==> src/rtl/grf_wport_arbiter.sv <==
// grf_wport_arbiter
// Arbitrates the single GRF write port between the W-stage writeback (always
// wins), a small FIFO of secondary long-latency results that drain into idle
// slots, and a wipe sequencer that zeroes registers 1..31. A starvation
// counter raises freeze so a queued secondary result cannot wait forever.
module grf_wport_arbiter #(
    parameter int DEPTH      = 2,   // secondary FIFO entries, power of 2, >= 2
    parameter int STARVE_MAX = 4    // starved cycles before freeze, >= 1
) (
    input  logic        clk,
    input  logic        clr,
    input  logic        w_we,
    input  logic [4:0]  w_a3,
    input  logic [31:0] w_wd,
    input  logic        s_valid,
    input  logic [4:0]  s_a3,
    input  logic [31:0] s_wd,
    output logic        s_ready,
    input  logic        wipe_req,
    input  logic [4:0]  rd_a1,
    input  logic [4:0]  rd_a2,
    output logic        pend1,
    output logic        pend2,
    output logic        freeze,
    output logic        busy,
    output logic        grf_we,
    output logic [4:0]  grf_a3,
    output logic [31:0] grf_wd
);

    localparam int AW = $clog2(DEPTH);
    localparam int CW = $clog2(STARVE_MAX + 1);
    localparam logic [AW:0]   FULL_CNT = (AW + 1)'(DEPTH);
    localparam logic [CW-1:0] STARVE_TOP = CW'(STARVE_MAX);

    typedef enum logic {
        NORMAL = 1'b0,
        WIPE   = 1'b1
    } state_t;

    state_t        state;
    logic [4:0]    idx;

    // Secondary FIFO storage; live=0 marks a squashed or unoccupied slot.
    logic [4:0]       q_a3 [DEPTH];
    logic [31:0]      q_wd [DEPTH];
    logic [DEPTH-1:0] q_live;
    logic [AW-1:0]    rd_ptr;
    logic [AW-1:0]    wr_ptr;
    logic [AW:0]      count;

    logic [CW-1:0] starve_cnt;
    logic [CW-1:0] starve_next;

    logic prim_grant;
    logic fifo_empty;
    logic fifo_full;
    logic pop;
    logic enq;

    // Control decode: who owns the port this cycle and what the FIFO does.
    always_comb begin
        fifo_empty = (count == '0);
        fifo_full  = (count == FULL_CNT);
        prim_grant = (state == NORMAL) && w_we && (w_a3 != 5'd0);
        pop        = (state == NORMAL) && !prim_grant && !fifo_empty;
        s_ready    = (state == NORMAL) && !fifo_full && !clr;
        enq        = s_valid && s_ready && (s_a3 != 5'd0);
        if (!fifo_empty && !pop) begin
            starve_next = (starve_cnt == STARVE_TOP) ? starve_cnt : starve_cnt + 1'b1;
        end else begin
            starve_next = '0;
        end
    end

    // Write port mux: wipe sweep, then primary, then FIFO head.
    always_comb begin
        // NOTE: every output gets a default first so no path leaves a latch.
        grf_we = 1'b0;
        grf_a3 = 5'd0;
        grf_wd = 32'd0;
        if (!clr) begin
            if (state == WIPE) begin
                grf_we = 1'b1;
                grf_a3 = idx;
            end else if (prim_grant) begin
                grf_we = 1'b1;
                grf_a3 = w_a3;
                grf_wd = w_wd;
            end else if (!fifo_empty) begin
                grf_we = q_live[rd_ptr];
                grf_a3 = q_a3[rd_ptr];
                grf_wd = q_wd[rd_ptr];
            end
        end
    end

    // Pending-write hazard flags against the decode-stage read addresses.
    always_comb begin
        pend1 = 1'b0;
        pend2 = 1'b0;
        for (int i = 0; i < DEPTH; i++) begin
            if (q_live[i] && (q_a3[i] == rd_a1)) pend1 = 1'b1;
            if (q_live[i] && (q_a3[i] == rd_a2)) pend2 = 1'b1;
        end
        if (rd_a1 == 5'd0) pend1 = 1'b0;
        if (rd_a2 == 5'd0) pend2 = 1'b0;
    end

    // FSM, FIFO bookkeeping, starvation counter and registered status outputs.
    always_ff @(posedge clk) begin
        // NOTE: sequential state uses non-blocking assignments only, so every
        // read in this block sees the pre-edge value regardless of order.
        if (clr) begin
            // NOTE: only the live bits are reset; FIFO payload is never read
            // while its live bit is clear, so the data arrays need no reset.
            state      <= NORMAL;
            idx        <= 5'd1;
            q_live     <= '0;
            rd_ptr     <= '0;
            wr_ptr     <= '0;
            count      <= '0;
            starve_cnt <= '0;
            freeze     <= 1'b0;
            busy       <= 1'b0;
        end else begin
            case (state)
                NORMAL: begin
                    // A granted primary write supersedes any queued write to the same register.
                    if (prim_grant) begin
                        for (int i = 0; i < DEPTH; i++) begin
                            if (q_a3[i] == w_a3) q_live[i] <= 1'b0;
                        end
                    end
                    if (pop) begin
                        q_live[rd_ptr] <= 1'b0;
                        rd_ptr         <= rd_ptr + 1'b1;
                    end
                    if (enq) begin
                        q_a3[wr_ptr]   <= s_a3;
                        q_wd[wr_ptr]   <= s_wd;
                        q_live[wr_ptr] <= !(prim_grant && (w_a3 == s_a3));
                        wr_ptr         <= wr_ptr + 1'b1;
                    end
                    count      <= count + {{AW{1'b0}}, enq} - {{AW{1'b0}}, pop};
                    starve_cnt <= starve_next;
                    freeze     <= (starve_next == STARVE_TOP);
                    if (wipe_req) begin
                        state      <= WIPE;
                        busy       <= 1'b1;
                        freeze     <= 1'b1;
                        q_live     <= '0;
                        rd_ptr     <= '0;
                        wr_ptr     <= '0;
                        count      <= '0;
                        starve_cnt <= '0;
                    end
                end
                WIPE: begin
                    if (idx == 5'd31) begin
                        state  <= NORMAL;
                        idx    <= 5'd1;
                        busy   <= 1'b0;
                        freeze <= 1'b0;
                    end else begin
                        idx <= idx + 5'd1;
                    end
                end
                default: state <= NORMAL;
            endcase
        end
    end

endmodule

==> config.mk <==
export PLATFORM = sky130hd
export DESIGN_NAME = grf_wport_arbiter
export DESIGN_NICKNAME = d
export VERILOG_FILES = /design/src/rtl/grf_wport_arbiter.sv
export SDC_FILE = /design/constraint.sdc
export NUM_CORES = 1
export LEC_CHECK = 0
export ABC_AREA = 1
export CAP_MARGIN = 10
export CELL_PAD_IN_SITES_DETAIL_PLACEMENT = 1
export CELL_PAD_IN_SITES_GLOBAL_PLACEMENT = 1
export CORE_MARGIN = 1.5
export CORE_UTILIZATION = 36
export DETAILED_ROUTE_END_ITERATION = 8
export MAX_ROUTING_LAYER = met4
export PLACE_DENSITY = 0.79
export SLEW_MARGIN = 20
export SYNTH_ARGS = -nofsm -noshare
export SYNTH_HDL_FRONTEND = slang
export SYNTH_SLANG_ARGS = --single-unit
==> constraint.sdc <==
create_clock -name clk -period 2.8 [get_ports clk]
set_input_delay 0.84 -clock clk [delete_from_list [all_inputs] [get_ports clk]]
set_output_delay 0.84 -clock clk [all_outputs]
set_load 0.02 [all_outputs]
==> results of run 1 <==
-- power by group --
group | switching [W] | leakage (nW) | internal (W)
clock | 0.000542 | 0.145 | 0.000701
combinational | 0.000345 | 1.86 | 0.000314
sequential | 0.0000216 | 0.821 | 0.00152
total | 0.000908 | 2.83 | 0.00253
-- worst max-delay path, cell delays in order --
cell      delay [ns]
buf_4           0.10
inv_2           0.04
nor2_4          0.09
buf_12          0.14
nand2_8         0.10
buf_8           0.16
clkinv_8        0.07
nand2_1         0.07
a31oi_2         0.21
buf_4           0.17
-- per-layer routing --
layer,track usage,vias to the layer above
met5,-,-
met4,0.0998,0
met3,0.0644,35
met2,0.432,182
met1,0.280,2254
li1,-,2168
-- logic make-up (layout without fill, tap and decap cells) --
| kind of cell | after synthesis | in the layout | share of synthesized area |
|---|---|---|---|
| adder cells (fa/ha/maj) | 6 | 6 | 0.0158 |
| flip-flops | 92 | 92 | 0.542 |
| AND/OR/NAND/NOR | 199 | 200 | 0.181 |
| AO/OA/AOI/OAI | 142 | 142 | 0.162 |
| XOR/XNOR | 19 | 19 | 0.0349 |
| buffers and inverters | 69 | 249 | 0.0638 |
-- layout by cell type, fill, tap and decap left out, types with 3 or more instances in the layout --
cell type and instances:
nor3_1 3, dfxtp_1 18, ha_1 6, o21ai_1 9, xnor2_1 11, nor2_4 6, nand4_1 6, nand2_2 3
xor2_1 8, buf_2 14, dlygate4sd2_1 9, clkdlybuf4s50_1 73, a21oi_2 12, nor2_1 79, edfxtp_1 74, o22ai_1 5
a221oi_2 4, buf_12 10, buf_4 67, o21ai_0 40, a21oi_1 44, inv_1 31, nand3_1 8, clkbuf_2 3
buf_6 6, o211ai_1 3, nor4_1 3, nand2_1 77, inv_2 9, o21ai_2 16, buf_8 3, clkbuf_16 12
nor2_2 3
-- what timing repair did --
| action | 4_1_cts | 5_1_grt |
|---|---|---|
| setup endpoints to repair | 41 | 36 |
| gates cloned | 5 | 4 |
| hold buffers | 0 | 0 |
| gates resized for setup | 251 | 82 |
| pin swaps | 14 | 14 |
| setup buffers | 6 | 4 |
-- path summary, 6_finish.rpt --
kind	start	end	slack [ns]	cells past startpoint
max	w_we	grf_a3[1]	-0.05	10
min	busy	busy	0.46	2
max reg2reg	state	count[1]	0.47	14
min reg2reg	busy	busy	0.46	2
-- state kept, by name, indices dropped and copies added, names as in the netlist, named ones only --
register,flops
q_a3,10
freeze,1
rd_ptr,1
q_live,2
count,2
starve_cnt,3
busy,1
q_wd,64
wr_ptr,1
state,1
idx,5
-- cell type report --
| class | count | area (sq um) | share of cell area |
|---|---|---|---|
| clock inverters | 6 | 71.3 | 0.00987 |
| repair buffers | 190 | 1840 | 0.255 |
| well taps | 172 | 215 | 0.0298 |
| inverters | 42 | 171 | 0.0237 |
| flip-flops and latches | 92 | 2580 | 0.357 |
| repair inverters | 1 | 8.76 | 0.00121 |
| clock buffers | 10 | 229 | 0.0317 |
| multi-input cells | 367 | 2110 | 0.292 |
-- metrics by stage --
stage          setup TNS [ns]  hold WS, ns  setup WS, ns
2_1_floorplan               0        0.453        0.0485
3_3_place_gp           -30.27        0.439        -0.815
3_5_place_dp           -33.20        0.460        -0.940
4_1_cts                -0.204        0.471       -0.0978
5_1_grt                -0.759        0.485       -0.0826
6_report               -0.133        0.464       -0.0508
==> metrics.yaml, run 1 <==
drt:
  drt_iter0_markers: 231
  met2_length_um: 9470
  routed_wl_um: 17800
  m1WireLength_um: 6710
  vias: 4639
  first_pass_iters: 4
  wl_per_cell_um: 20.3
  highest_layer: "met4"
  detail_route.vias_per_cell: 5.27
  route.detailed.drc: 0
  postRouteAntennaNets: 0
  wl_met3_um: 1250
floorplanning:
  fp.dieH_um: 118
  start_util: 0.373
  die-area_sq_um: 13900
  die_width_um: 118
  core_sq_um: 12800
  row_count: 41
  ioPinCount: 132
yosys:
  syn_area_per_cell_sq_um: 9.04
  synth-main-ff-cell: "edfxtp_1"
  synth_area_leaders: "edfxtp_1 47%, dfxtp_1 7.6%, o21ai_0 6.9%, nor2_1 6.4%, nand2_1 6.1%"
  synth_area_sq_um: 4770
  netlist.area_leader.share: 0.466
  synthCells: 527
  synth_edf_count: 74
  ys_ff_latch: 92
  yosysWarnings: 0
  synthesis.nets: 622
  yosysTopAreaCell: "edfxtp_1"
  synth.distinct_cells: 37
  async_flop_share: 0
  seq_area_frac_synth: 0.542
  yosys.cell_count.top_type: "nor2_1"
  synthTopCellsByCount: "81 x nor2_1, 77 x nand2_1, 74 x edfxtp_1"
sta:
  post-route-period-util: 1.02
  clock_skew_ns: 0.00611
  finalSetupViolations: 7
  fmaxAchievable_mhz: 351
  maxSlewHeadroom: 0.721
  fin_crit_ns: 2.85
  worst_slack_ns: -0.0508
  slew_violations: 0
  rsz0062_at_grt: "true"
  tightest_slew_ns: 0.413
  hold_viol: 0
final_layout:
  layout-drive-gt1-share: 0.273
  fin_area_sq_um: 7230
  fin_nets: 798
  finish.utilization: 0.566
  area_delta_synth_final_pct: 51.7
  fin_cells: 880
  fillers: 1429
  antenna_cells: 0
power_and_ir_drop:
  finalPower_w: 0.00344
  power_density_nw_per_um2: 476
  irDropWorstVdd_uv: 407
  leakage_nw: 2.83
cts:
  clk_pin_slew_worst_paths_ns: 0.07
  cts.path.max_buffers: 2
  cts_tree: "yes"
  cts_max_level: 3
  cts_buffers: 9
  cts_num_sinks: 92
  insertion_delay_ns: 0.35
  cts-root-buf: "clkbuf_16"
outcome:
  violations: "setup timing"
  outcome: "complete, but fails checks"
global_route:
  track_usage: 0.252
  antenna_found_initial: 0
  grt_max_degree: 33
  grt_overflow: 0
  grt_pass1_wl_um: 26600
  grt_pass1_vias: 5046
placement:
  dp_hpwl_um: 11400
  dp_cells: 847
  placed_area_sq_um: 6550
  gp_congestion: 0.884
  io_buffers: 131
setup_path:
  crit_type: "in2out"
  crit_fanout: 7
  crit_arrival_ns: 2.01
  startpoint_type: "input port"
  crit_path_end_kind: "output port"
  cp.required_ns: 1.96
job:
  cap_violations: 0
hold_path:
  hp-class: "reg2reg"
No activity file was read; power rests on OpenSTA's default activity.
==> inputs of run 2 (changes only) <==
CORE_MARGIN = 2   (was 1.5)
==> run 2 against run 1 <==
Compared with the run above:
- the run still ends with setup timing left
- total power is 0.26% lower
- setup slack lost 0.015 ns
- critical endpoint is now grf_a3[3]
- non-clock buffer count up 2
==> metrics.yaml, run 2 (synthesized netlist as in run 1, its figures left out) <==
outcome:
  outcome: "complete, but fails checks"
  violations: "setup timing"
power_and_ir_drop:
  leakage_nw: 2.83
  irDropWorstVdd_uv: 273
  power_density_nw_per_um2: 479
  finalPower_w: 0.00343
global_route:
  grt_pass1_wl_um: 25800
  antenna_found_initial: 0
  grt_pass1_vias: 5106
  grt_overflow: 0
  track_usage: 0.243
  grt_max_degree: 33
final_layout:
  mostFrequentLayoutCells: "80 x nor2_1, 77 x nand2_1, 74 x edfxtp_1"
  layout-drive-gt1-share: 0.260
  largest_register: "q_wd"
  largest_register_ff_count: 64
  fin_area_sq_um: 7160
  fin_nets: 798
  area_delta_synth_final_pct: 50.3
  top_regs: "q_wd (64), q_a3 (10), idx (5)"
  finish.utilization: 0.547
  final_common_cell: "nor2_1"
  antenna_cells: 0
hold_path:
  hold_start: "busy"
  hold-path-cell-count: 2
  hp-class: "reg2reg"
  whs_endpoint: "busy"
drt:
  detail_route.vias_per_cell: 5.27
  routed_wl_um: 17300
  wl_per_cell_um: 19.6
  highest_layer: "met4"
  route.detailed.drc: 0
  met2_length_um: 9340
  wl_met3_um: 1090
  vias: 4663
  first_pass_iters: 4
  m1WireLength_um: 6510
  drt_iter0_markers: 254
  postRouteAntennaNets: 0
sta:
  clock_skew_ns: 0.00606
  maxSlewHeadroom: 0.713
  slew_violations: 0
  hold_viol: 0
  post-route-period-util: 1.02
  fin_crit_ns: 2.87
  tightest_slew_ns: 0.426
  rsz0062_at_grt: "true"
  fmaxAchievable_mhz: 349
  worst_slack_ns: -0.0656
  finalSetupViolations: 9
floorplanning:
  fp.dieH_um: 119
  row_count: 42
  die_width_um: 119
  die-area_sq_um: 14200
  start_util: 0.364
  core_sq_um: 13100
  ioPinCount: 132
placement:
  dp_hpwl_um: 11600
  pre_cts_slack_ns: -0.865
  gp_congestion: 0.907
  io_buffers: 131
  placed_area_sq_um: 6640
cts:
  cts_buffers: 9
  cts_tree: "yes"
  cts.path.max_buffers: 2
  cts-root-buf: "clkbuf_16"
  cts_hold_buffers: 0
  clk_pin_slew_worst_paths_ns: 0.07
  cts_max_level: 3
  cts_num_sinks: 92
  insertion_delay_ns: 0.35
setup_path:
  cp.required_ns: 1.96
  r2r-start: "state"
  crit_path_end_kind: "output port"
  ff2ff_path_depth: 14
  crit_fanout: 7
  cp_cell_sequence: "buf_8, nor2_4, nand3_4, nand2_8, buf_6, nand3_4, inv_4, o211ai_1, a31oi_1, buf_4"
  r2r-end: "count[1]"
  crit_top_cell: "nand3_4"
  cp_top_family: "buffers and inverters"
  cpPeakStageDelay_ns: 0.18
  crit_arrival_ns: 2.03
  crit_slowest_cell: "a31oi_1"
  regToRegSetupSlack_ns: 0.38
  path_buf_inv: 4
  crit_type: "in2out"
  startpoint_type: "input port"
job:
  cap_violations: 0
-- run 2: worst reg2reg max path, cell delays in order, from the launching register on --
cell and delay, ns:
dfxtp_1 0.39, nor2_4 0.23, nand2_8 0.13, buf_6 0.15, nand3_4 0.07, inv_4 0.04, buf_4 0.12, buf_4 0.12
buf_4 0.13, ha_1 0.27, inv_1 0.04, ha_1 0.19, or2_2 0.30, nand3_1 0.08, a21oi_1 0.06
-- run 2: layer usage --
layer,vias to the layer above,global-route usage
met1,2282,0.263
met2,177,0.437
met3,35,0.0527
met4,0,0.0885
met5,-,-
li1,2169,-
-- run 2: cell type report --
type | count | area (sq um)
multi-input combinational | 366 | 2040
fill | 1483 | 5920
clock buffer | 9 | 225
timing repair buffer | 192 | 1850
tap | 176 | 220
inverter | 42 | 164
clock inverter | 7 | 78.8
sequential | 92 | 2580
-- run 2: how the worst max path moves through the flow --
stage            start        end  slack [ns]  depth (start not counted)
6_report       w_a3[4]  grf_a3[3]       -0.07                         10
5_1_grt        w_a3[1]  grf_a3[1]       -0.12                         10
4_1_cts        w_a3[4]  grf_a3[1]       -0.02                         10
3_5_place_dp   w_a3[4]  grf_wd[2]       -0.87                          8
3_3_place_gp      w_we  grf_a3[1]       -0.81                          8
2_1_floorplan  w_a3[1]  grf_a3[0]        0.05                          7
-- run 2: power by group --
part | total, W | internal (W) | switching [W] | leakage (nW)
logic | 0.000630 | 0.000307 | 0.000323 | 1.86
registers | 0.00154 | 0.00152 | 0.0000223 | 0.821
clock network | 0.00126 | 0.000705 | 0.000558 | 0.151
-- run 2: per-stage QoR --
step	std cells	TNS, ns	hold slack, ns
after global placement	856	-29.91	0.441
after floorplan	527	0	0.453
after global routing	884	-1.18	0.496
final	884	-0.246	0.466
after detailed placement	856	-32.72	0.468
after CTS	879	-0.0228	0.479
-- run 2: what timing repair did --
action,4_1_cts,5_1_grt
gates cloned,2,2
gates resized for setup,235,65
setup endpoints to repair,41,23
setup buffers,5,4
pin swaps,8,6
